<file path="src/rtl/rf_arb_pkg.sv">
// Shared types and constants for the register-file write arbiter.
`timescale 1ns/1ps
package rf_arb_pkg;

    localparam int PROT_BASE = 13;
    localparam int PRIV_ID   = 31;
    localparam int ERR_CNT_W = 8;
    localparam int RF_ADDR_W = 4;
    localparam int RF_DATA_W = 16;

    typedef struct packed {
        logic [RF_ADDR_W-1:0] wa;
        logic [RF_DATA_W-1:0] wd;
        logic [RF_DATA_W-1:0] uid;
    } wr_req_t;

    typedef enum logic [1:0] {WR_LEGAL, WR_DROP, WR_BLOCK} wr_class_t;

endpackage

</file>
<file path="src/rtl/rr_arbiter.sv">
// Stateless round-robin grant: first valid request at or above ptr, wrapping.
`timescale 1ns/1ps
module rr_arbiter #(
    parameter int NREQ  = 3,
    parameter int IDX_W = (NREQ > 1) ? $clog2(NREQ) : 1
) (
    input  logic [NREQ-1:0]  req_i,
    input  logic [IDX_W-1:0] ptr_i,
    input  logic             en_i,
    output logic [NREQ-1:0]  gnt_o,
    output logic [IDX_W-1:0] idx_o
);

    logic found;

    always_comb begin
        gnt_o = '0;
        idx_o = '0;
        found = 1'b0;
        for (int k = 0; k < NREQ; k++) begin
            int j;
            j = (int'(ptr_i) + k) % NREQ;
            if (en_i && !found && req_i[j]) begin
                found    = 1'b1;
                gnt_o[j] = 1'b1;
                idx_o    = IDX_W'(j);
            end
        end
    end

endmodule

</file>
<file path="src/rtl/rf_write_arbiter.sv">
// Round-robin sharing of the register-file write port with privileged-register
// protection, one output register stage and a saturating violation counter.
`timescale 1ns/1ps
module rf_write_arbiter
    import rf_arb_pkg::*;
#(
    parameter int NREQ      = 3,
    parameter int DATA_W    = 16,
    parameter int ADDR_W    = 4,
    parameter int PROT_BASE = rf_arb_pkg::PROT_BASE,
    parameter int PRIV_ID   = rf_arb_pkg::PRIV_ID
) (
    input  logic                   CLK,
    input  logic                   RST_N,
    input  logic                   STALL,
    input  logic [NREQ-1:0]        REQ_VALID,
    output logic [NREQ-1:0]        REQ_READY,
    input  logic [NREQ*ADDR_W-1:0] REQ_WA,
    input  logic [NREQ*DATA_W-1:0] REQ_WD,
    input  logic [NREQ*DATA_W-1:0] REQ_UID,
    output logic                   RF_EN,
    output logic [ADDR_W-1:0]      RF_WA,
    output logic [DATA_W-1:0]      RF_WD,
    output logic [DATA_W-1:0]      RF_UID,
    input  logic                   ERR_CLR,
    output logic                   ERR_FLAG,
    output logic [ERR_CNT_W-1:0]   ERR_CNT
);

    localparam int IDX_W = (NREQ > 1) ? $clog2(NREQ) : 1;
    localparam logic [ADDR_W-1:0] PROT_LO  = ADDR_W'(PROT_BASE);
    localparam logic [DATA_W-1:0] PRIV_UID = DATA_W'(PRIV_ID);

    logic [IDX_W-1:0]     ptr_q, ptr_d, gnt_idx;
    logic                 rf_en_q, rf_en_d;
    logic [ADDR_W-1:0]    rf_wa_q, rf_wa_d, sel_wa;
    logic [DATA_W-1:0]    rf_wd_q, rf_wd_d, sel_wd;
    logic [DATA_W-1:0]    rf_uid_q, rf_uid_d, sel_uid;
    logic                 err_flag_q, err_flag_d;
    logic [ERR_CNT_W-1:0] err_cnt_q, err_cnt_d, cnt_base;
    logic                 xfer, viol;
    wr_class_t            cls;

    function automatic wr_class_t classify(input logic [ADDR_W-1:0] wa,
                                           input logic [DATA_W-1:0] uid);
        if (wa == '0)                             return WR_DROP;
        else if (wa >= PROT_LO && uid != PRIV_UID) return WR_BLOCK;
        else                                      return WR_LEGAL;
    endfunction

    rr_arbiter #(.NREQ(NREQ), .IDX_W(IDX_W)) u_rr (
        .req_i (REQ_VALID),
        .ptr_i (ptr_q),
        .en_i  (!STALL),
        .gnt_o (REQ_READY),
        .idx_o (gnt_idx)
    );

    always_comb begin
        xfer    = |REQ_READY;
        sel_wa  = REQ_WA[int'(gnt_idx)*ADDR_W +: ADDR_W];
        sel_wd  = REQ_WD[int'(gnt_idx)*DATA_W +: DATA_W];
        sel_uid = REQ_UID[int'(gnt_idx)*DATA_W +: DATA_W];
        cls     = classify(sel_wa, sel_uid);
        viol    = xfer && (cls == WR_BLOCK);

        ptr_d = ptr_q;
        if (xfer)
            ptr_d = (gnt_idx == IDX_W'(NREQ-1)) ? '0 : gnt_idx + 1'b1;

        rf_en_d  = xfer && (cls == WR_LEGAL);
        rf_wa_d  = rf_en_d ? sel_wa  : rf_wa_q;
        rf_wd_d  = rf_en_d ? sel_wd  : rf_wd_q;
        rf_uid_d = rf_en_d ? sel_uid : rf_uid_q;

        // Clear takes effect before the violation in the same cycle is counted.
        cnt_base   = ERR_CLR ? '0 : err_cnt_q;
        err_cnt_d  = (viol && cnt_base != '1) ? cnt_base + 1'b1 : cnt_base;
        err_flag_d = (ERR_CLR ? 1'b0 : err_flag_q) | viol;
    end

    always_ff @(posedge CLK or negedge RST_N) begin
        if (!RST_N) begin
            ptr_q      <= '0;
            rf_en_q    <= 1'b0;
            rf_wa_q    <= '0;
            rf_wd_q    <= '0;
            rf_uid_q   <= '0;
            err_flag_q <= 1'b0;
            err_cnt_q  <= '0;
        end else begin
            ptr_q      <= ptr_d;
            rf_en_q    <= rf_en_d;
            rf_wa_q    <= rf_wa_d;
            rf_wd_q    <= rf_wd_d;
            rf_uid_q   <= rf_uid_d;
            err_flag_q <= err_flag_d;
            err_cnt_q  <= err_cnt_d;
        end
    end

    assign RF_EN    = rf_en_q;
    assign RF_WA    = rf_wa_q;
    assign RF_WD    = rf_wd_q;
    assign RF_UID   = rf_uid_q;
    assign ERR_FLAG = err_flag_q;
    assign ERR_CNT  = err_cnt_q;

endmodule

</file>
<file path="config.mk">
export PLATFORM = sky130hd
export DESIGN_NAME = rf_write_arbiter
export DESIGN_NICKNAME = d
export VERILOG_FILES = /design/src/rtl/rf_arb_pkg.sv /design/src/rtl/rr_arbiter.sv /design/src/rtl/rf_write_arbiter.sv
export SDC_FILE = /design/constraint.sdc
export NUM_CORES = 1
export LEC_CHECK = 0
export ABC_AREA = 0
export ABC_CLOCK_PERIOD_IN_PS = 9800
export BUFFER_PORTS_ARGS = -buffer_cell sky130_fd_sc_hd__clkbuf_2
export CAP_MARGIN = 10
export CORE_ASPECT_RATIO = 0.7
export CORE_MARGIN = 2
export CORE_UTILIZATION = 35
export DETAILED_ROUTE_END_ITERATION = 6
export PLACE_DENSITY_LB_ADDON = 0.3
export SETUP_SLACK_MARGIN = 0.02
export SLEW_MARGIN = 20
export SYNTH_ARGS = -nofsm -noshare
export SYNTH_HDL_FRONTEND = slang
export SYNTH_SLANG_ARGS = --single-unit
</file>
<file path="constraint.sdc">
create_clock -name CLK -period 9.8 [get_ports CLK]
set_input_delay 0.98 -clock CLK [delete_from_list [all_inputs] [get_ports CLK]]
set_output_delay 0.98 -clock CLK [all_outputs]
set_load 0.01 [all_outputs]
</file>
==> flow_metrics.tcl <==
set metrics [dict create \
    initial_utilization_pct 35.78 \
    p_sw_share_pct 40.58 \
    synth_compound_area_share_pct 14.56 \
    final_cell_area_um2 4425 \
    route.detailed.drc 0 \
    areaGrowthSynthToFinish_pct 28.71 \
    p_total_mw 1.311 \
    antenna_found_initial 0 \
    cp.arrival_ns 4.61 \
    postRouteAntennaNets 0 \
    die_y_um 86.93 \
    layout-drive-gt1-share_pct 44.72 \
    pwr-share-comb_pct 60.6 \
    fmax_mhz 225.1 \
    grt_max_degree 65 \
    nNetsFinal 649 \
    synth-xor-area-share_pct 0.5095 \
    end_kind "flop" \
    placed_area_um2 4277 \
    numCtsBuffers 5 \
    min_path_type "reg2reg" \
    power_density_nw_per_um2 296.3 \
    path_cells "inv_1 > ha_1 > and2_0 > o32ai_1 > and3_2 > nor3_1 > o21ai_1 > o21ai_1 > or3_1 > o21ai_4 > buf_4 > mux2_2" \
    fillers 952 \
    clockPowerShare_pct 13.1 \
    synth_top_family_by_area "simple AND/OR/NAND/NOR gates" \
    synth-edff-count 0 \
    grt_pass1_vias 2962 \
    netSwitchingPower_mw 0.5321 \
    grt_pass1_wl_mm 15.06 \
    fin_crit_ns 4.442 \
    hold-worst-slack_ns 0.5080 \
    core_area_um2 9609 \
    ys_types 54 \
    synth_adder_area_share_pct 1.820 \
    fin_skew_ns 0.007494 \
    worst_pin_slew_ns 0.8073 \
    cpMostUsedCell "o21ai_1" \
    grt_use_total_pct 18.11 \
    cts.sinks 48 \
    grt.overflow.total 0 \
    dpl.cell_count 650 \
    timing.setup.tns_ns 0 \
    finalCritPeriodShare_pct 45.33 \
    io-pin-count 164 \
    regArea_um2 1201 \
    synth-seq-cells 48 \
    multiInputGateArea_um2 2036 \
    synth_nets 499 \
    avgSynthCellArea_um2 9.072 \
    finalNonFillerCells 658 \
    cap_violations 0 \
    cp_max_fo 41 \
    hpwl_mm 7.613 \
    cts_tree "done" \
    drt_pass1_iterations 5 \
    rsz0062_at_grt "no" \
    cts_setup_buffers 0 \
    critPathKind "reg2reg" \
    p_int_mw 0.7792 \
    hold_buffers 0 \
    max_stage_delay_ns 0.79 \
    ys_seq_area_share_pct 34.93 \
    slowest_stage "and3_2" \
    vias 3360 \
    first_iter_violations 208 \
    htree_levels 2 \
    p_seq_share_pct 26.4 \
    worst_skew_pair.late_latency_ns 0.29 \
    layout_commonest_cell "clkbuf_2" \
    leakage_nw 2.231 \
    vias_per_cell 5.106 \
    diodes 0 \
    hold_viol 0 \
    synth_cells 379 \
    port_buffers 163 \
    die-area_um2 10650 \
    start_kind "flop" \
    synthSimpleGateAreaFrac_pct 23.69 \
    rows 30 \
    clockBufferDepth 2 \
    async_reset_ff_share_pct 100.0 \
    peakVddDrop_v 0.00009947 \
    ys_warn_count 0 \
    status "finished clean" \
    synthFlopType "dfrtp_1" \
    muxShareOfSynthArea_pct 18.45 \
    setup_viol 0 \
    gp_congestion 0.8880 \
    syn_area_um2 3438 \
    final_cell_mix "163 x clkbuf_2, 68 x nand2_1, 48 x dfrtp_1, 48 x nor2_1, 31 x a31oi_1" \
    slew_headroom_pct 46.18 \
    routedWlPerCell_um 15.17 \
    routed_wl_mm 9.981 \
    cts-resized-gates 0 \
    die_w_um 122.5 \
    cp_data_required_time_ns 9.97 \
    cts_root_buf "clkbuf_16" \
    clk_pin_slew_ns 0.06 \
    drv_slew 0 \
]
## power groups by stage
| stage | registers (mW) | logic [mW] | clock network [mW] |
|---|---|---|---|
| floorplan | 0.377 | 0.589 | 0 |
| global placement | 0.348 | 0.773 | 0 |
| detailed placement | 0.347 | 0.799 | 0 |
| CTS | 0.345 | 0.801 | 0.177 |
| global route | 0.355 | 0.866 | 0.186 |
| finish | 0.346 | 0.795 | 0.171 |
## stage by stage
| step | setup slack, ns | util, % |
|---|---|---|
| after floorplan | 6.162 | - |
| after global placement | 5.239 | 44.51 |
| after detailed placement | 5.128 | 44.51 |
| after CTS | 5.353 | 46.05 |
| after global routing | 5.015 | 46.05 |
| final | 5.358 | 46.05 |
## flip-flops by register name, indices dropped and copies added (netlist names)
signal / count
RF_EN: 1
ptr_q: 2
RF_WD: 16
ERR_CNT: 8
RF_UID: 16
ERR_FLAG: 1
RF_WA: 4
## worst max-delay path: cells and delay by family (launching register included)
family	cells	cell delay (ns)
AOI/OAI and AO/OA	4	0.84
adders and majority gates	1	0.43
buffers and inverters	2	0.60
DFF	1	0.38
muxes	1	0.40
and+or+nand+nor	4	1.64
## cells in the mapped netlist (all sizes together), types with 3 or more instances
cell | count | area share (%)
nand2 | 69 | 7.6
dfrtp | 48 | 35
nor2 | 48 | 5.2
mux2 | 44 | 18
a31oi | 31 | 5.6
clkbuf | 14 | 1.5
a21oi | 13 | 2.1
buf | 11 | 3.7
nor2b | 11 | 2.0
nor4 | 10 | 2.3
nor3 | 8 | 1.2
inv | 7 | 0.76
nand3 | 6 | 0.87
nor4b | 6 | 1.5
o21ai | 6 | 1.2
ha | 5 | 1.8
a211oi | 3 | 0.65
and2 | 3 | 0.62
and3 | 3 | 0.55
mux2i | 3 | 0.87
nand2b | 3 | 0.55
## layer usage
| layer | track usage, % | routed length, µm |
|---|---|---|
| met2 | 29.39 | 4587 |
| met3 | 3.403 | 741 |
| met5 | 0 | 0 |
| met1 | 25.67 | 4598 |
| met4 | 2.926 | 55 |
## area by class of cell
type,count,share of cell area [%]
multi-input combinational,299,46.00
sequential,48,27.14
timing repair buffer,168,19.28
tap,128,3.619
clock buffer,5,2.827
inverter,7,0.5937
clock inverter,3,0.5372
## kinds of logic after synthesis
family / count (synthesis)
adder cells (fa/ha/maj): 5
XOR/XNOR: 2
multiplexers: 47
buffers and inverters: 32
AND/OR/NAND/NOR: 173
flip-flops: 48
AO/OA/AOI/OAI: 72
## path summary, 6_finish.rpt
kind | endpoint | startpoint | cells after the start | slack (ns)
max | RF_UID[13]$_DFFE_PN0P_ | ptr_q[0]$_DFFE_PN0P_ | 12 | 5.36
min | RF_WD[1]$_DFFE_PN0P_ | RF_WD[1]$_DFFE_PN0P_ | 1 | 0.51
max reg2reg | RF_UID[13]$_DFFE_PN0P_ | ptr_q[0]$_DFFE_PN0P_ | 12 | 5.36
min reg2reg | RF_WD[1]$_DFFE_PN0P_ | RF_WD[1]$_DFFE_PN0P_ | 1 | 0.51
max in group asynchronous | ptr_q[0]$_DFFE_PN0P_ | RST_N | 2 | 8.56
min in group asynchronous | RF_UID[12]$_DFFE_PN0P_ | RST_N | 2 | 0.79
No activity file was read; power rests on OpenSTA's default activity.
